[src/rtl/fetch_pkg.sv]
// Shared widths, reset address, FSM state type and prefetch-queue entry layout
// for the instruction fetch unit.
package fetch_pkg;

  localparam int unsigned XLEN  = 64;
  localparam int unsigned ILEN  = 32;
  localparam int unsigned DEPTH = 4;

  localparam logic [XLEN-1:0] RESET_PC = '0;

  typedef enum logic {
    FETCH = 1'b0,
    FLUSH = 1'b1
  } fetch_state_t;

  typedef struct packed {
    logic [ILEN-1:0] instr;
    logic [XLEN-1:0] pc;
  } fetch_entry_t;

endpackage

[src/rtl/sync_fifo.sv]
// Single-clock FIFO with synchronous flush and occupancy count.
// The head output reads as zero whenever the FIFO is empty.
module sync_fifo #(
  parameter int unsigned WIDTH = 96,
  parameter int unsigned DEPTH = 4
) (
  input  logic                         clk,
  input  logic                         rstn,
  input  logic                         flush,
  input  logic                         push,
  input  logic [WIDTH-1:0]             push_data,
  input  logic                         pop,
  output logic [WIDTH-1:0]             pop_data,
  output logic [$clog2(DEPTH+1)-1:0]   count,
  output logic                         empty
);

  localparam int unsigned AW = (DEPTH > 1) ? $clog2(DEPTH) : 1;
  localparam int unsigned CW = $clog2(DEPTH + 1);
  localparam logic [CW-1:0] FULL_CNT = CW'(DEPTH);

  logic [WIDTH-1:0] mem [DEPTH];
  logic [AW-1:0]    rd_ptr;
  logic [AW-1:0]    wr_ptr;
  logic [CW-1:0]    cnt;
  logic             do_push;
  logic             do_pop;

  // A push into a full FIFO is accepted only when the head leaves in the same cycle.
  always_comb begin
    do_pop  = pop && (cnt != '0);
    do_push = push && ((cnt != FULL_CNT) || do_pop);
  end

  always_ff @(posedge clk or negedge rstn) begin
    if (!rstn) begin
      rd_ptr <= '0;
      wr_ptr <= '0;
      cnt    <= '0;
    end else if (flush) begin
      rd_ptr <= '0;
      wr_ptr <= '0;
      cnt    <= '0;
    end else begin
      if (do_push) wr_ptr <= wr_ptr + AW'(1);
      if (do_pop)  rd_ptr <= rd_ptr + AW'(1);
      case ({do_push, do_pop})
        2'b10:   cnt <= cnt + CW'(1);
        2'b01:   cnt <= cnt - CW'(1);
        default: ;
      endcase
    end
  end

  always_ff @(posedge clk) begin
    if (do_push && !flush) mem[wr_ptr] <= push_data;
  end

  always_comb begin
    count    = cnt;
    empty    = (cnt == '0);
    pop_data = (cnt != '0) ? mem[rd_ptr] : '0;
  end

endmodule

[src/rtl/fetch_unit.sv]
// Instruction fetch unit: credit-limited in-order requests to memory, a prefetch
// queue towards decode, and redirect handling that drains stale responses.
module fetch_unit import fetch_pkg::*; #(
  parameter int unsigned     XLEN     = fetch_pkg::XLEN,
  parameter int unsigned     DEPTH    = fetch_pkg::DEPTH,
  parameter logic [XLEN-1:0] RESET_PC = XLEN'(fetch_pkg::RESET_PC)
) (
  input  logic            clk,
  input  logic            rstn,
  output logic            mem_req_valid,
  input  logic            mem_req_ready,
  output logic [XLEN-1:0] mem_req_addr,
  input  logic            mem_resp_valid,
  input  logic [31:0]     mem_resp_data,
  output logic            instr_valid,
  input  logic            instr_ready,
  output logic [31:0]     instr,
  output logic [XLEN-1:0] instr_pc,
  input  logic            redirect_valid,
  input  logic [XLEN-1:0] redirect_pc
);

  localparam int unsigned CW = $clog2(DEPTH + 1);
  localparam int unsigned EW = ILEN + XLEN;
  localparam logic [CW:0] CREDIT_LIMIT = (CW+1)'(DEPTH);

  fetch_state_t    state;
  fetch_state_t    state_nxt;
  logic [XLEN-1:0] fetch_pc;
  logic [XLEN-1:0] fetch_pc_nxt;
  logic [XLEN-1:0] resp_pc;
  logic [CW-1:0]   outstanding;
  logic [CW-1:0]   outstanding_nxt;
  logic [CW-1:0]   discard;
  logic [CW-1:0]   discard_nxt;
  logic [CW-1:0]   q_count;
  logic [CW:0]     in_use;
  logic            accept;
  logic            resp_ok;
  logic            q_push;
  logic            q_empty;
  logic [EW-1:0]   q_head;

  // In FETCH every in-flight request is live and the addresses are contiguous
  // up to fetch_pc, so the oldest one sits outstanding*4 bytes behind it.
  always_comb begin
    in_use        = {1'b0, q_count} + {1'b0, outstanding};
    mem_req_valid = rstn && (state == FETCH) && (in_use < CREDIT_LIMIT);
    accept        = mem_req_valid && mem_req_ready;
    resp_ok       = mem_resp_valid && (outstanding != '0);
    resp_pc       = fetch_pc - (XLEN'(outstanding) << 2);
    q_push        = resp_ok && (state == FETCH) && !redirect_valid;
    mem_req_addr  = fetch_pc;
  end

  always_comb begin
    state_nxt       = state;
    fetch_pc_nxt    = fetch_pc;
    outstanding_nxt = outstanding;
    discard_nxt     = discard;

    case ({accept, resp_ok})
      2'b10:   outstanding_nxt = outstanding + CW'(1);
      2'b01:   outstanding_nxt = outstanding - CW'(1);
      default: ;
    endcase

    if (accept)         fetch_pc_nxt = fetch_pc + XLEN'(4);
    if (redirect_valid) fetch_pc_nxt = {redirect_pc[XLEN-1:2], 2'b00};

    case (state)
      FETCH: begin
        if (redirect_valid) begin
          discard_nxt = outstanding_nxt;
          if (outstanding_nxt != '0) state_nxt = FLUSH;
        end
      end
      FLUSH: begin
        if (resp_ok) discard_nxt = discard - CW'(1);
        if (discard_nxt == '0) state_nxt = FETCH;
      end
      default: state_nxt = FETCH;
    endcase
  end

  always_ff @(posedge clk or negedge rstn) begin
    if (!rstn) begin
      state       <= FETCH;
      fetch_pc    <= RESET_PC;
      outstanding <= '0;
      discard     <= '0;
    end else begin
      state       <= state_nxt;
      fetch_pc    <= fetch_pc_nxt;
      outstanding <= outstanding_nxt;
      discard     <= discard_nxt;
    end
  end

  sync_fifo #(
    .WIDTH (EW),
    .DEPTH (DEPTH)
  ) u_queue (
    .clk       (clk),
    .rstn      (rstn),
    .flush     (redirect_valid),
    .push      (q_push),
    .push_data ({mem_resp_data, resp_pc}),
    .pop       (instr_ready),
    .pop_data  (q_head),
    .count     (q_count),
    .empty     (q_empty)
  );

  always_comb begin
    instr_valid = !q_empty;
    instr       = q_head[EW-1 -: ILEN];
    instr_pc    = q_head[XLEN-1:0];
  end

  resp_without_request: assert property (
    @(posedge clk) disable iff (!rstn) !(mem_resp_valid && (outstanding == '0))
  );

endmodule

[config.mk]
export PLATFORM = sky130hd
export DESIGN_NAME = fetch_unit
export DESIGN_NICKNAME = d
export VERILOG_FILES = /design/src/rtl/fetch_pkg.sv /design/src/rtl/sync_fifo.sv /design/src/rtl/fetch_unit.sv
export SDC_FILE = /design/constraint.sdc
export NUM_CORES = 1
export LEC_CHECK = 0
export CAP_MARGIN = 20
export CORE_AREA = 4 4 208 210
export CTS_BUF_LIST = sky130_fd_sc_hd__clkbuf_8
export CTS_CLUSTER_SIZE = 10
export DETAILED_ROUTE_END_ITERATION = 10
export DIE_AREA = 0 0 212 214
export DONT_BUFFER_PORTS = 1
export PLACE_DENSITY = 0.74
export SYNTH_ARGS = -nofsm -noshare
export SYNTH_HDL_FRONTEND = slang
export SYNTH_SLANG_ARGS = --single-unit
export TNS_END_PERCENT = 10
[constraint.sdc]
create_clock -name clk -period 3.9 [get_ports clk]
set_input_delay 0.585 -clock clk [delete_from_list [all_inputs] [get_ports clk]]
set_output_delay 0.585 -clock clk [all_outputs]
set_load 0.02 [all_outputs]
==> Word-level counts from Yosys, hierarchy flattened <==
Memories as Yosys holds them, arrays and structs flattened.
Index checks and enable logic that the tools add are counted.
{ "op_classes": {"eq_ne": 6, "magnitude_cmp": 1, "n_mux": 20, "n_div": 0, "n_reduce_logical": 21, "bitwise_logic": 1, "addsub": 10, "mul": 0, "shift": 0} }
{ "op_table": {"columns": ["operator", "n"], "rows": [
  ["$mux 64", 2],
  ["$mux 96", 1],
  ["$add 64x3->64 const B", 1],
  ["$sub 64x5->64", 1],
  ["$pmux 3 s2", 3],
  ["$mux 3", 4],
  ["$reduce_bool 3->1", 4],
  ["$logic_and 1x1->1", 9],
  ["$sub 3x1->3 const B", 3],
  ["$mux 2", 4],
  ["$add 3x1->3 const B", 2],
  ["$logic_not 3->1", 2],
  ["$reduce_bool 2->1", 3],
  ["$mux 1", 5],
  ["$add 2x1->2 const B", 2],
  ["$add 3x3->4", 1],
  ["$eq 2x1->1 const B", 2],
  ["$eq 2x2->1 const B", 2],
  ["$lt 4x3->1 const B", 1],
  ["$ne 3x3->1 const B", 1],
  ["$logic_not 1->1", 2],
  ["$ne 2x2->1 const B", 1],
  ["$pmux 1 s2", 1],
  ["$logic_or 1x1->1", 1],
  ["$not 1->1", 1]
]} }
{ "word_totals": {"out_inout_bits": 162, "memories": 1, "in_bits": 102, "reg_bits": 78, "ramBits": 384, "elab_cells": 67, "latchBits": 0, "romBits": 0} }
{ "mem_list": {"columns": ["memory", "words", "width", "rd", "rd_clocked_by_memory_dff", "write_ports", "line", "text"], "rows": [
  ["u_queue.mem", 4, 96, 1, 0, 1, "sync_fifo.sv:22", "logic [WIDTH-1:0] mem [DEPTH];"]
]} }

==> Logic depth before layout (Yosys ltp) <==
Gate-level depths: netlist of the first run.
{ "logic_depth": {"ltp_word": 10, "mapped_depth": 13, "ltp_nobuf": 12} }

==> Hierarchy <==
Synthesis of the first run repeated with hierarchy kept, for this count alone.
{ "hier_totals": {"cells_unflattened": 1358, "area_unflattened_um2": 20483.4} }
{ "by_module_without_submodules": {"columns": ["mod", "cells_per_inst", "n_inst", "area_per_inst_um2", "seq_area_each_um2"], "rows": [
  ["sync_fifo", 670, 1, 15039.4, 11706.2],
  ["fetch_unit", 688, 1, 5444.0, 1726.7]
]} }

==> Least setup slack after synthesis of the first run <==
OpenSTA, ideal clock, no wires.
{ "synth_timing": {"path_kind": "in2reg", "start": "input mem_resp_valid", "end": "memory u_queue.mem[1][10], enable pin", "path_buffers": 1, "stages": 5, "arrival_ps": 3839, "slack_ps": -402, "setup_ps": 463, "cell_sequence": "o31a_1 > clkbuf_1 > nand2_1 > a31oi_1 > and2_1"} }
{ "synth_between": {"elab_chain_len": 7} }
{ "synth_lines": {"columns": ["element", "line", "text"], "rows": [
  ["start: declaration", "fetch_unit.sv:13", "input logic mem_resp_valid,"],
  ["$logic_and 1x1->1", "fetch_unit.sv:50", "resp_ok = mem_resp_valid && (outstanding != '0);"],
  ["$logic_and 1x1->1 (2 in a row)", "fetch_unit.sv:52", "q_push = resp_ok && (state == FETCH) && !redirect_valid;"],
  ["$logic_and 1x1->1", "sync_fifo.sv:32", "do_push = push && ((cnt != FULL_CNT) || do_pop);"],
  ["$logic_and 1x1->1", "sync_fifo.sv:56", "if (do_push && !flush) mem[wr_ptr] <= push_data;"],
  ["$mux 1", "sync_fifo.sv:56", null],
  ["$mux 1 (implied by the code)", "sync_fifo.sv:56", null],
  ["end: declaration", "sync_fifo.sv:22", null]
]} }
Every way passes these cells.

==> Worst setup path after layout of the first run <==
{ "layout_timing": {"start": "register u_queue.cnt[1], in the netlist u_queue.count[1]", "end": "register fetch_pc[55], in the netlist mem_req_addr[55]"} }
{ "layout_between": {"elab_chain_len": 5} }
{ "layout_lines": {"columns": ["element", "line", "text"], "rows": [
  ["start: declaration", "sync_fifo.sv:25", "logic [CW-1:0] cnt;"],
  ["start signal: assignment", "sync_fifo.sv:48", "2'b10: cnt <= cnt + CW'(1);"],
  ["start signal: assignment", "sync_fifo.sv:49", "2'b01: cnt <= cnt - CW'(1);"],
  ["$add 3x3->4", "fetch_unit.sv:47", "in_use = {1'b0, q_count} + {1'b0, outstanding};"],
  ["$lt 4x3->1", "fetch_unit.sv:48", "mem_req_valid = rstn && (state == FETCH) && (in_use < CREDIT_LIMIT);"],
  ["$logic_and 1x1->1", "fetch_unit.sv:48", null],
  ["$logic_and 1x1->1", "fetch_unit.sv:49", "accept = mem_req_valid && mem_req_ready;"],
  ["$reduce_bool 2->1 (no line)", null, null],
  ["end signal: assignment", "fetch_unit.sv:94", "fetch_pc <= fetch_pc_nxt;"],
  ["end: declaration", "fetch_unit.sv:29", "logic [XLEN-1:0] fetch_pc;"]
]} }
Every way passes these cells.
A chain may end at the register's enable or synchronous reset.

==> impl_metrics.py, run 1 <==
metrics = {
    "critical_path": {
        "cpPeakStageDelay_ns": 0.86,
        "cp_slowest_cell": "or4b_1",
        "crit_chain": "ha_1 -> a311oi_2 -> and3_1 -> inv_2 -> or4b_1 -> or4_1 -> nand3_1",
        "r2r_start": "u_queue.count[1]$_DFFE_PN0P_",
        "timing.critical_path.max_delay_family": "simple AND/OR/NAND/NOR gates",
        "crit_path_max_fanout": 16,
        "startpoint": "u_queue.count[1]$_DFFE_PN0P_",
        "cp.arrival_ns": 3.74,
        "cp.required_ns": 4.44,
        "end_kind": "register",
        "crit_buf_inv": 1,
        "worstSetupStartpointType": "register",
        "crit_type": "reg -> reg",
    },
    "clock_network": {
        "clk_latency_ns": 0.61,
        "clock-sinks": 452,
        "cts.htree.levels": 3,
        "cts_buffer_depth": 3,
        "cts_tree": "built",
        "postCtsSetupRepairBufs": 0,
        "root_buffer": "clkbuf_8",
        "cts_buffers": 74,
        "path_clk_slew_ns": 0.06,
    },
    "synthesis": {
        "ys_ff_latch": 452,
        "yosys_warnings": 0,
        "synth_cell_types": 63,
        "syn_area_um2": 20480,
        "synth_area_leader_cell": "edfxtp_1",
        "ys_seq_area_share_pct": 64.43,
        "async_flop_share_pct": 16.81,
        "synth_top_flop_cell": "edfxtp_1",
        "synth.top_cell.area_share_pct": 55.14,
        "syn_inst": 1403,
        "syn_area_per_cell_um2": 14.60,
        "synth_edf_count": 376,
        "synth_area_leaders": "edfxtp_1 (55%), mux4_2 (10%), dfrtp_1 (9.3%)",
    },
    "pwr": {
        "ir_drop_mv": 0.2910,
        "pwr-share-comb_pct": 17.3,
        "share_clk_of_total_power_pct": 32.9,
        "powerDensity_nw_per_um2": 534.2,
        "static-leakage-power_nw": 7.358,
        "p_int_mw": 8.504,
        "p_sw_mw": 3.532,
        "design_power_total_mw": 12.04,
        "p_seq_share_pct": 49.8,
        "swShare_pct": 29.35,
    },
    "floorplan": {
        "io_pins": 264,
        "fp.dieArea_um2": 45370,
        "std_cell_rows": 75,
        "core_region_area_um2": 41570,
        "start_util_pct": 49.26,
        "die_w_um": 212,
        "die_h_um": 214,
    },
    "timing": {
        "rsz0062_at_grt": "false",
        "fin_crit_sh_pct": 82.20,
        "max_freq_ghz": 0.3119,
        "hold_viol": 0,
        "finalSetupViolCount": 0,
        "min_period_ns": 3.206,
        "finalSetupTns_ns": 0,
        "finClkSkew_ns": 0.02482,
        "maxSlewViolCount": 0,
        "hold-worst-slack_ns": 0.06938,
        "setup_ws_ns": 0.6941,
        "worst_pin_slew_ns": 1.032,
        "slew-limit-headroom_pct": 31.20,
    },
    "status": {
        "run_status": "finished clean",
    },
    "final_layout": {
        "final_common_cell": "edfxtp_1",
        "layoutNonFillerInstCount": 2012,
        "mostFrequentLayoutCells": "edfxtp_1 (376), nand2_1 (102), and2_1 (97)",
        "num-nets-final": 1529,
        "n_fill_cell": 3318,
        "drive_gt1_share_pct": 17.13,
        "final_area_um2": 22530,
        "fin_util_pct": 54.20,
        "areaGrowthSynthToFinish_pct": 10.04,
    },
    "placement": {
        "gp_congestion": 0.9394,
        "dp_hpwl_um": 31960,
        "dp_cells": 1872,
        "pre_cts_slack_ns": 0.7352,
        "placed_area_um2": 21050,
        "io_buffer_count": 0,
    },
    "routing": {
        "drt_wl_total_um": 48990,
        "vias_per_cell": 6.069,
        "vias": 12210,
        "drt_iter0_drc": 1173,
        "drc": 0,
        "wl_per_cell_um": 24.35,
        "postRouteAntennaNets": 0,
        "dr.pass1.iters": 6,
    },
    "global_routing": {
        "antenna_found_initial": 5,
        "grt_overflow": 0,
        "grt_max_degree": 120,
        "grt_usage_pct": 21.51,
        "grt_pass1_vias": 12420,
        "grt_pass1_wl_um": 74800,
    },
    "hold_path": {
        "min-delay-start": "mem_resp_data[11]",
        "hp-class": "in -> reg",
    },
    "job": {
        "cap_violations": 0,
    },
}
-- final cells by class --
class | instances | area, µm² | share of cell area, %
Clock buffer | 81 | 1115 | 4.948
Multi-Input combinational cell | 820 | 6704 | 29.75
Timing Repair Buffer | 38 | 422.9 | 1.877
Clock inverter | 54 | 314.1 | 1.394
Sequential cell | 452 | 13200 | 58.58
Tap cell | 539 | 674.4 | 2.993
Inverter | 26 | 97.59 | 0.4331
Antenna cell | 2 | 5.005 | 0.02221
-- final timing paths --
path                                                       to  slack [ns]  cells past startpoint
worst max-delay path             mem_req_addr[55]$_DFFE_PN0N_        0.69                      7
worst min-delay path             u_queue.mem[1][75]$_DFFE_PP_        0.07                      0
worst max register to register   mem_req_addr[55]$_DFFE_PN0N_        0.69                      7
worst min register to register         discard[1]$_DFFE_PN0P_        0.60                      2
max in group asynchronous       u_queue.rd_ptr[1]$_DFFE_PN0P_        2.97                      2
min in group asynchronous        mem_req_addr[40]$_DFFE_PN0N_        0.50                      2
-- registers in the layout, indices dropped and copies added (netlist names) --
name / count
u_queue.count: 3
discard: 3
state: 1
outstanding: 3
mem_req_addr: 62
u_queue.rd_ptr: 2
u_queue.mem: 376
u_queue.wr_ptr: 2
-- power by group through the flow --
stage,registers [mW],clock network [mW],logic (mW)
floorplan,5.91,0,1.72
global placement,6.07,0,2.05
detailed placement,6.09,0,2.10
CTS,5.99,4.07,2.13
global route,6.03,4.31,2.29
finish,5.99,3.96,2.08
-- synth_stat cells (11+ instances only) --
cell / number
and2_1: 101
nand2_1: 102
xnor2_1: 76
inv_1: 25
nor2_1: 57
mux4_2: 94
buf_1: 12
clkbuf_1: 65
edfxtp_1: 376
nand4_1: 21
nand3_1: 47
o21ai_0: 48
dfrtp_1: 76
or3_1: 15
xor2_1: 19
ha_1: 12
buf_2: 13
nor4_1: 27
a31oi_1: 19
nand4b_1: 11
nor3_1: 32
or4_1: 18
-- cells by family after synthesis --
group	after synthesis	share of synthesized area (%)
xor+xnor	95	4.063
simple gates	486	13.06
mux	105	10.88
flops	452	64.43
buf+inv	134	3.025
other cells	1	0.01831
compound gates	115	3.495
fa+ha+maj	15	1.027
-- timing repair --
action	CTS	global route
gates resized for setup	0	0
hold buffers	3	0
endpoints found under the hold margin	77	0
-- metal layers --
layer | routed length [µm] | vias to the layer above | track usage [%]
li1 | - | 5356 | -
met1 | 19670 | 6183 | 28.93
met2 | 23080 | 555 | 33.00
met3 | 4773 | 113 | 7.191
met4 | 1438 | 4 | 7.716
met5 | 27 | - | 0
(Power assumes the default switching activity.)
==> run 2: changes to the inputs <==
--- a/config.mk
+++ b/config.mk
@@ -5,14 +5,15 @@
 export SDC_FILE = /design/constraint.sdc
 export NUM_CORES = 1
 export LEC_CHECK = 0
+export ABC_AREA = 1
 export CAP_MARGIN = 20
-export CORE_AREA = 4 4 208 210
+export CORE_AREA = 4 4 216 218
 export CTS_BUF_LIST = sky130_fd_sc_hd__clkbuf_8
 export CTS_CLUSTER_SIZE = 10
 export DETAILED_ROUTE_END_ITERATION = 10
-export DIE_AREA = 0 0 212 214
+export DIE_AREA = 0 0 220 222
 export DONT_BUFFER_PORTS = 1
-export PLACE_DENSITY = 0.74
+export PLACE_DENSITY = 0.72
 export SYNTH_ARGS = -nofsm -noshare
 export SYNTH_HDL_FRONTEND = slang
 export SYNTH_SLANG_ARGS = --single-unit
==> constraint.sdc (replaced) <==
create_clock -name clk -period 3.16 [get_ports clk]
set_input_delay 0.474 -clock clk [delete_from_list [all_inputs] [get_ports clk]]
set_output_delay 0.474 -clock clk [all_outputs]
set_load 0.02 [all_outputs]
==> impl_metrics.py, run 2 <==
metrics = {
    "status": {
        "run_status": "finished clean",
    },
    "routing": {
        "dr.pass1.iters": 5,
        "vias_per_cell": 5.433,
        "drc": 0,
        "vias": 17830,
        "wl_per_cell_um": 20.52,
        "postRouteAntennaNets": 0,
        "drt_iter0_drc": 1501,
        "drt_wl_total_um": 67320,
    },
    "final_layout": {
        "areaGrowthSynthToFinish_pct": 18.34,
        "drive_gt1_share_pct": 9.705,
        "top_register": "u_queue.mem",
        "final_common_cell": "nor2_1",
        "largest_register_ff_count": 376,
        "num-nets-final": 2736,
        "mostFrequentLayoutCells": "nor2_1 (629), nand2_1 (478), edfxtp_1 (376)",
    },
    "critical_path": {
        "end_kind": "primary output",
        "r2r_start": "u_queue.count[2]$_DFFE_PN0P_",
        "cp.required_ns": 2.69,
        "crit_chain": "inv_4 -> buf_12 -> o21ai_0 -> a21oi_1 -> buf_4",
        "cpPeakStageDelay_ns": 0.63,
        "crit_type": "reg -> out",
        "cp.arrival_ns": 2.52,
        "cp_slowest_cell": "dfrtp_4",
        "timing.critical_path.max_delay_family": "buffers and inverters",
        "worstSetupStartpointType": "register",
        "crit_buf_inv": 3,
        "crit_path_max_fanout": 72,
        "startpoint": "u_queue.rd_ptr[0]$_DFFE_PN0P_",
    },
    "synthesis": {
        "synth_cell_types": 42,
        "synthTopCellsByCount": "nor2_1 (633), nand2_1 (478), edfxtp_1 (376), o21ai_0 (225), inv_1 (117)",
        "syn_area_per_cell_um2": 9.129,
        "synth_top_family_by_area": "simple AND/OR/NAND/NOR gates",
        "syn_inst": 2430,
        "ys_ff_latch": 452,
        "synth_area_leaders": "edfxtp_1 (51%), nor2_1 (11%), dfrtp_1 (8.6%)",
        "synth_top_flop_cell": "edfxtp_1",
        "synthAdderAreaFrac_pct": 0.9475,
        "syn_area_um2": 22180,
        "synth.top_cell.area_share_pct": 50.90,
        "synth_most_common_cell": "nor2_1",
        "synth_xor_area_share_pct": 3.356,
        "ys_seq_area_share_pct": 59.47,
        "synth_compound_gate_area_share_pct": 7.874,
        "synth-simple-area-share_pct": 23.43,
        "synth_edf_count": 376,
        "synth_area_leader_cell": "edfxtp_1",
        "yosys_warnings": 0,
        "async_flop_share_pct": 16.81,
        "yosys-mux-area-fraction_pct": 0,
    },
    "global_routing": {
        "grt_pass1_wl_um": 100000,
        "grt_pass1_vias": 17410,
        "grt_max_degree": 96,
        "antenna_found_initial": 1,
        "grt_overflow": 0,
        "grt_usage_pct": 26.93,
    },
    "job": {
        "cap_violations": 0,
    },
    "hold_path": {
        "min-delay-start": "redirect_pc[63]",
        "hp-class": "in -> reg",
    },
    "floorplan": {
        "start_util_pct": 49.41,
        "die_w_um": 220,
        "core_region_area_um2": 44890,
        "std_cell_rows": 78,
        "die_h_um": 222,
        "io_pins": 264,
        "fp.dieArea_um2": 48840,
    },
    "clock_network": {
        "path_clk_slew_ns": 0.06,
        "cts.htree.levels": 3,
        "clock-sinks": 452,
        "cts_buffer_depth": 3,
        "cts_tree": "built",
        "root_buffer": "clkbuf_8",
        "clk_latency_ns": 0.66,
        "cts_buffers": 75,
    },
    "timing": {
        "hold_viol": 0,
        "hold-worst-slack_ns": 0.04524,
        "setup_ws_ns": 0.1655,
        "worst_pin_slew_ns": 0.7635,
        "min_period_ns": 2.995,
        "max_freq_ghz": 0.3339,
        "slew-limit-headroom_pct": 49.03,
        "finalSetupViolCount": 0,
        "rsz0062_at_grt": "false",
        "fin_crit_sh_pct": 94.76,
        "finClkSkew_ns": 0.04227,
        "maxSlewViolCount": 0,
        "finalSetupTns_ns": 0,
    },
    "placement": {
        "io_buffer_count": 0,
        "dp_hpwl_um": 45140,
        "pre_cts_slack_ns": 0.4055,
        "gp_congestion": 0.9207,
    },
    "pwr": {
        "static-leakage-power_nw": 9.749,
        "powerDensity_nw_per_um2": 692.7,
        "ir_drop_mv": 0.5766,
        "design_power_total_mw": 18.18,
    },
}
[run 2: cell count changes after synthesis, sizes merged, moves of 28 or more]
cell   before  now
nand2     102  485
o21ai      48  233
nor2       57  650
a21oi      10   98
nand3      49  107
nor4       28    0
xnor2      76   14
xor2       19   71
inv        26  120
mux4       94    0
and2      101    2
buf        34   80
[run 2: cell families (layout without fill, tap and decap cells)]
group,count (synthesis),in the layout
fa+ha+maj,15,15
simple gates,1282,1282
buf+inv,252,498
xor+xnor,85,85
other cells,1,6
flops,452,452
compound gates,343,343
[run 2: path summary, 6_finish.rpt]
check,endpoint,slack [ns],cells past startpoint
min in group asynchronous,mem_req_addr[38]$_DFFE_PN0N_,0.39,2
min,mem_req_addr[63]$_DFFE_PN0N_,0.05,4
max reg2reg,state$_DFF_PN0_,0.37,12
min reg2reg,discard[1]$_DFFE_PN0P_,0.55,2
max in group asynchronous,u_queue.rd_ptr[0]$_DFFE_PN0P_,2.35,2
max,instr_pc[37],0.17,5
[run 2: layer usage]
metal	GRT usage, %	vias up	wire length [µm]
li1	-	8449	-
met1	34.49	8517	27000
met2	44.52	723	32170
met3	5.550	136	5459
met4	11.47	0	2691
met5	0	-	0
[run 2: metrics by stage]
| step | cell area (µm²) | std cells | utilization [%] |
|---|---|---|---|
| after global routing | 26250 | 3281 | 58.48 |
| after detailed placement | 23470 | 3015 | 52.28 |
| final | 26250 | 3281 | 58.48 |
| after CTS | 26230 | 3278 | 58.43 |
| after global placement | 23470 | 3015 | 52.28 |
| after floorplan | 22210 | 2433 | - |
[run 2: where the power goes]
group	leakage [nW]	internal (mW)	switching [mW]	total [mW]
combinational	4.59	1.74	3.83	5.57
clock	0.831	2.74	2.34	5.08
sequential	4.32	6.95	0.596	7.54
total	9.75	11.4	6.76	18.2
[run 2: layout make-up]
| type | count | area (µm²) |
|---|---|---|
| fill | 3737 | 18640 |
| timing repair buffer | 240 | 2412 |
| antenna | 2 | 5.005 |
| clock buffer | 79 | 1087 |
| clock inverter | 58 | 382.9 |
| tap | 600 | 750.7 |
| multi-input combinational | 1729 | 7958 |
| inverter | 121 | 456.7 |
| sequential | 452 | 13200 |
[run 2: worst min-delay path, cell delays in order]
cell and delay, ns:
nand2_1 0.03, o21ai_0 0.06, inv_1 0.04, nand2_1 0.05
[run 2: repair_timing]
action | CTS | global route
setup buffers | 0 | 1
gates resized for setup | 4 | 0
setup endpoints to repair | 7 | 11
hold buffers | 126 | 0
endpoints found under the hold margin | 258 | 0
pin swaps | 0 | 0
==> run 3: changes to the inputs <==
--- a/config.mk
+++ b/config.mk
@@ -5,15 +5,14 @@
 export SDC_FILE = /design/constraint.sdc
 export NUM_CORES = 1
 export LEC_CHECK = 0
-export ABC_AREA = 1
 export CAP_MARGIN = 20
-export CORE_AREA = 4 4 216 218
+export CORE_AREA = 4 4 208 210
 export CTS_BUF_LIST = sky130_fd_sc_hd__clkbuf_8
 export CTS_CLUSTER_SIZE = 10
 export DETAILED_ROUTE_END_ITERATION = 10
-export DIE_AREA = 0 0 220 222
+export DIE_AREA = 0 0 212 214
 export DONT_BUFFER_PORTS = 1
-export PLACE_DENSITY = 0.72
+export PLACE_DENSITY = 0.71
 export SYNTH_ARGS = -nofsm -noshare
 export SYNTH_HDL_FRONTEND = slang
 export SYNTH_SLANG_ARGS = --single-unit
==> impl_metrics.py, run 3 (synthesis results as in run 1) <==
metrics = {
    "timing": {
        "min_period_ns": 3.011,
        "rsz0062_at_grt": "false",
        "worst_pin_slew_ns": 0.6641,
        "slew-limit-headroom_pct": 55.32,
        "finalSetupViolCount": 0,
        "max_freq_ghz": 0.3321,
        "finClkSkew_ns": 0.02480,
        "hold_viol": 0,
        "fin_crit_sh_pct": 95.29,
        "finalSetupTns_ns": 0,
        "maxSlewViolCount": 0,
    },
    "routing": {
        "dr.pass1.iters": 5,
        "postRouteAntennaNets": 0,
        "vias": 12810,
        "drt_iter0_drc": 1144,
        "drt_wl_total_um": 51910,
        "wl_per_cell_um": 24.10,
        "vias_per_cell": 5.947,
        "drc": 0,
    },
    "final_layout": {
        "num-nets-final": 1668,
        "final_common_cell": "edfxtp_1",
        "layoutNonFillerInstCount": 2154,
        "fin_util_pct": 57.53,
        "largest_register_ff_count": 376,
        "drive_gt1_share_pct": 18.93,
        "areaGrowthSynthToFinish_pct": 16.79,
        "top_register": "u_queue.mem",
        "mostFrequentLayoutCells": "edfxtp_1 (376), nand2_1 (102), and2_1 (97)",
        "n_fill_cell": 3154,
    },
    "clock_network": {
        "cts_buffers": 76,
        "cts.htree.levels": 3,
        "clk_latency_ns": 0.62,
        "root_buffer": "clkbuf_8",
        "cts_buffer_depth": 3,
        "path_clk_slew_ns": 0.06,
        "cts_tree": "built",
        "clock-sinks": 452,
    },
    "pwr": {
        "static-leakage-power_nw": 8.023,
        "ir_drop_mv": 0.3391,
        "powerDensity_nw_per_um2": 633.7,
    },
    "floorplan": {
        "core_region_area_um2": 41570,
        "die_w_um": 212,
        "fp.dieArea_um2": 45370,
        "die_h_um": 214,
        "std_cell_rows": 75,
        "io_pins": 264,
        "start_util_pct": 49.26,
    },
    "critical_path": {
        "crit_chain": "ha_1 -> a311oi_2 -> and3_1 -> inv_2 -> or4b_1 -> or4_1 -> nand3_1",
        "reg2reg_slack_ns": 0.15,
        "end_kind": "register",
        "r2r-end": "mem_req_addr[61]$_DFFE_PN0N_",
        "crit_path_max_fanout": 11,
        "cp.arrival_ns": 3.55,
        "timing.critical_path.max_delay_family": "simple AND/OR/NAND/NOR gates",
        "reg2regPathDepth": 7,
        "worstSetupStartpointType": "register",
        "cp.required_ns": 3.70,
        "crit_buf_inv": 1,
        "cpPeakStageDelay_ns": 0.75,
        "cp_slowest_cell": "or4b_1",
        "crit_type": "reg -> reg",
        "r2r_start": "outstanding[1]$_DFF_PN0_",
    },
    "global_routing": {
        "grt_overflow": 0,
        "grt_max_degree": 97,
        "use_met1_pct": 31.88,
        "grt_pass1_vias": 13020,
        "antenna_found_initial": 4,
        "top_usage_layer": "met2",
        "grtUsageMet2_pct": 34.80,
        "grt_usage_pct": 22.74,
        "grt.met3_usage_pct": 5.551,
        "grt_pass1_wl_um": 79180,
    },
    "status": {
        "run_status": "finished clean",
    },
    "hold_path": {
        "min_to": "mem_req_addr[58]$_DFFE_PN0N_",
        "min-delay-start": "redirect_pc[58]",
        "hold_depth": 2,
        "hp-class": "in -> reg",
    },
    "placement": {
        "dp_cells": 1927,
        "io_buffer_count": 0,
        "gp_congestion": 0.9176,
        "dp_hpwl_um": 33730,
    },
    "job": {
        "cap_violations": 0,
    },
}
[run 3: worst max-delay path by stage]
stage               slack [ns]  cells past startpoint                      endpoint                         start
global route             0.002                      6  u_queue.mem[0][28]$_DFFE_PP_  mem_req_addr[11]$_DFFE_PN0N_
global placement          0.23                      6  u_queue.mem[0][34]$_DFFE_PP_  mem_req_addr[11]$_DFFE_PN0N_
finish                    0.15                      7  mem_req_addr[61]$_DFFE_PN0N_      outstanding[1]$_DFF_PN0_
floorplan                -0.01                      5  u_queue.mem[0][10]$_DFFE_PP_                mem_resp_valid
detailed placement        0.05                      6  u_queue.mem[3][34]$_DFFE_PP_  mem_req_addr[11]$_DFFE_PN0N_
CTS                       0.03                      6  u_queue.mem[3][34]$_DFFE_PP_  mem_req_addr[11]$_DFFE_PN0N_
[run 3: worst reg2reg max path, cell delays in order (launching register included)]
cell	delay, ns
dfrtp_1	0.44
ha_1	0.33
a311oi_2	0.41
and3_1	0.25
inv_2	0.11
or4b_1	0.75
or4_1	0.54
nand3_1	0.11
[run 3: area by class of cell]
type	count	area, µm²	area share, %
antenna	4	10.01	0.04185
clock buffer	80	1101	4.604
clock inverter	58	326.6	1.365
inverter	26	97.59	0.4081
multi-input combinational	820	6709	28.05
sequential	452	13200	55.20
tap	539	674.4	2.820
timing repair buffer	175	1797	7.513
[run 3: per-layer routing]
layer	up-vias	part of all wire, %
met5	-	0
met4	0	3.1
met3	101	8.1
met2	624	47
met1	6439	42
li1	5646	-
[run 3: power breakdown]
| group | internal (mW) | switching, mW | total [mW] |
|---|---|---|---|
| registers | 6.92 | 0.310 | 7.23 |
| clock network | 2.59 | 2.28 | 4.87 |
| logic | 1.16 | 1.90 | 3.06 |
| total | 10.7 | 4.48 | 15.2 |
[run 3: repair_timing]
action,CTS,global route
resized for setup,0,1
setup buffers,1,0
endpoints found under the setup margin,2,24
hold buffers,84,0
hold endpoints to repair,259,0
[run 3: through the flow]
step	worst slack [ns]	cell area [µm²]	power [mW]	hold WS (ns)
2_1_floorplan	-0.01051	20490	9.412	0.1784
3_3_place_gp	0.2257	21590	10.19	0.1801
3_5_place_dp	0.05370	21590	10.27	0.1797
4_1_cts	0.03026	23900	15.31	0.002384
5_1_grt	0.002184	23920	15.88	0.02662
6_report	0.1490	23920	15.16	0.05013
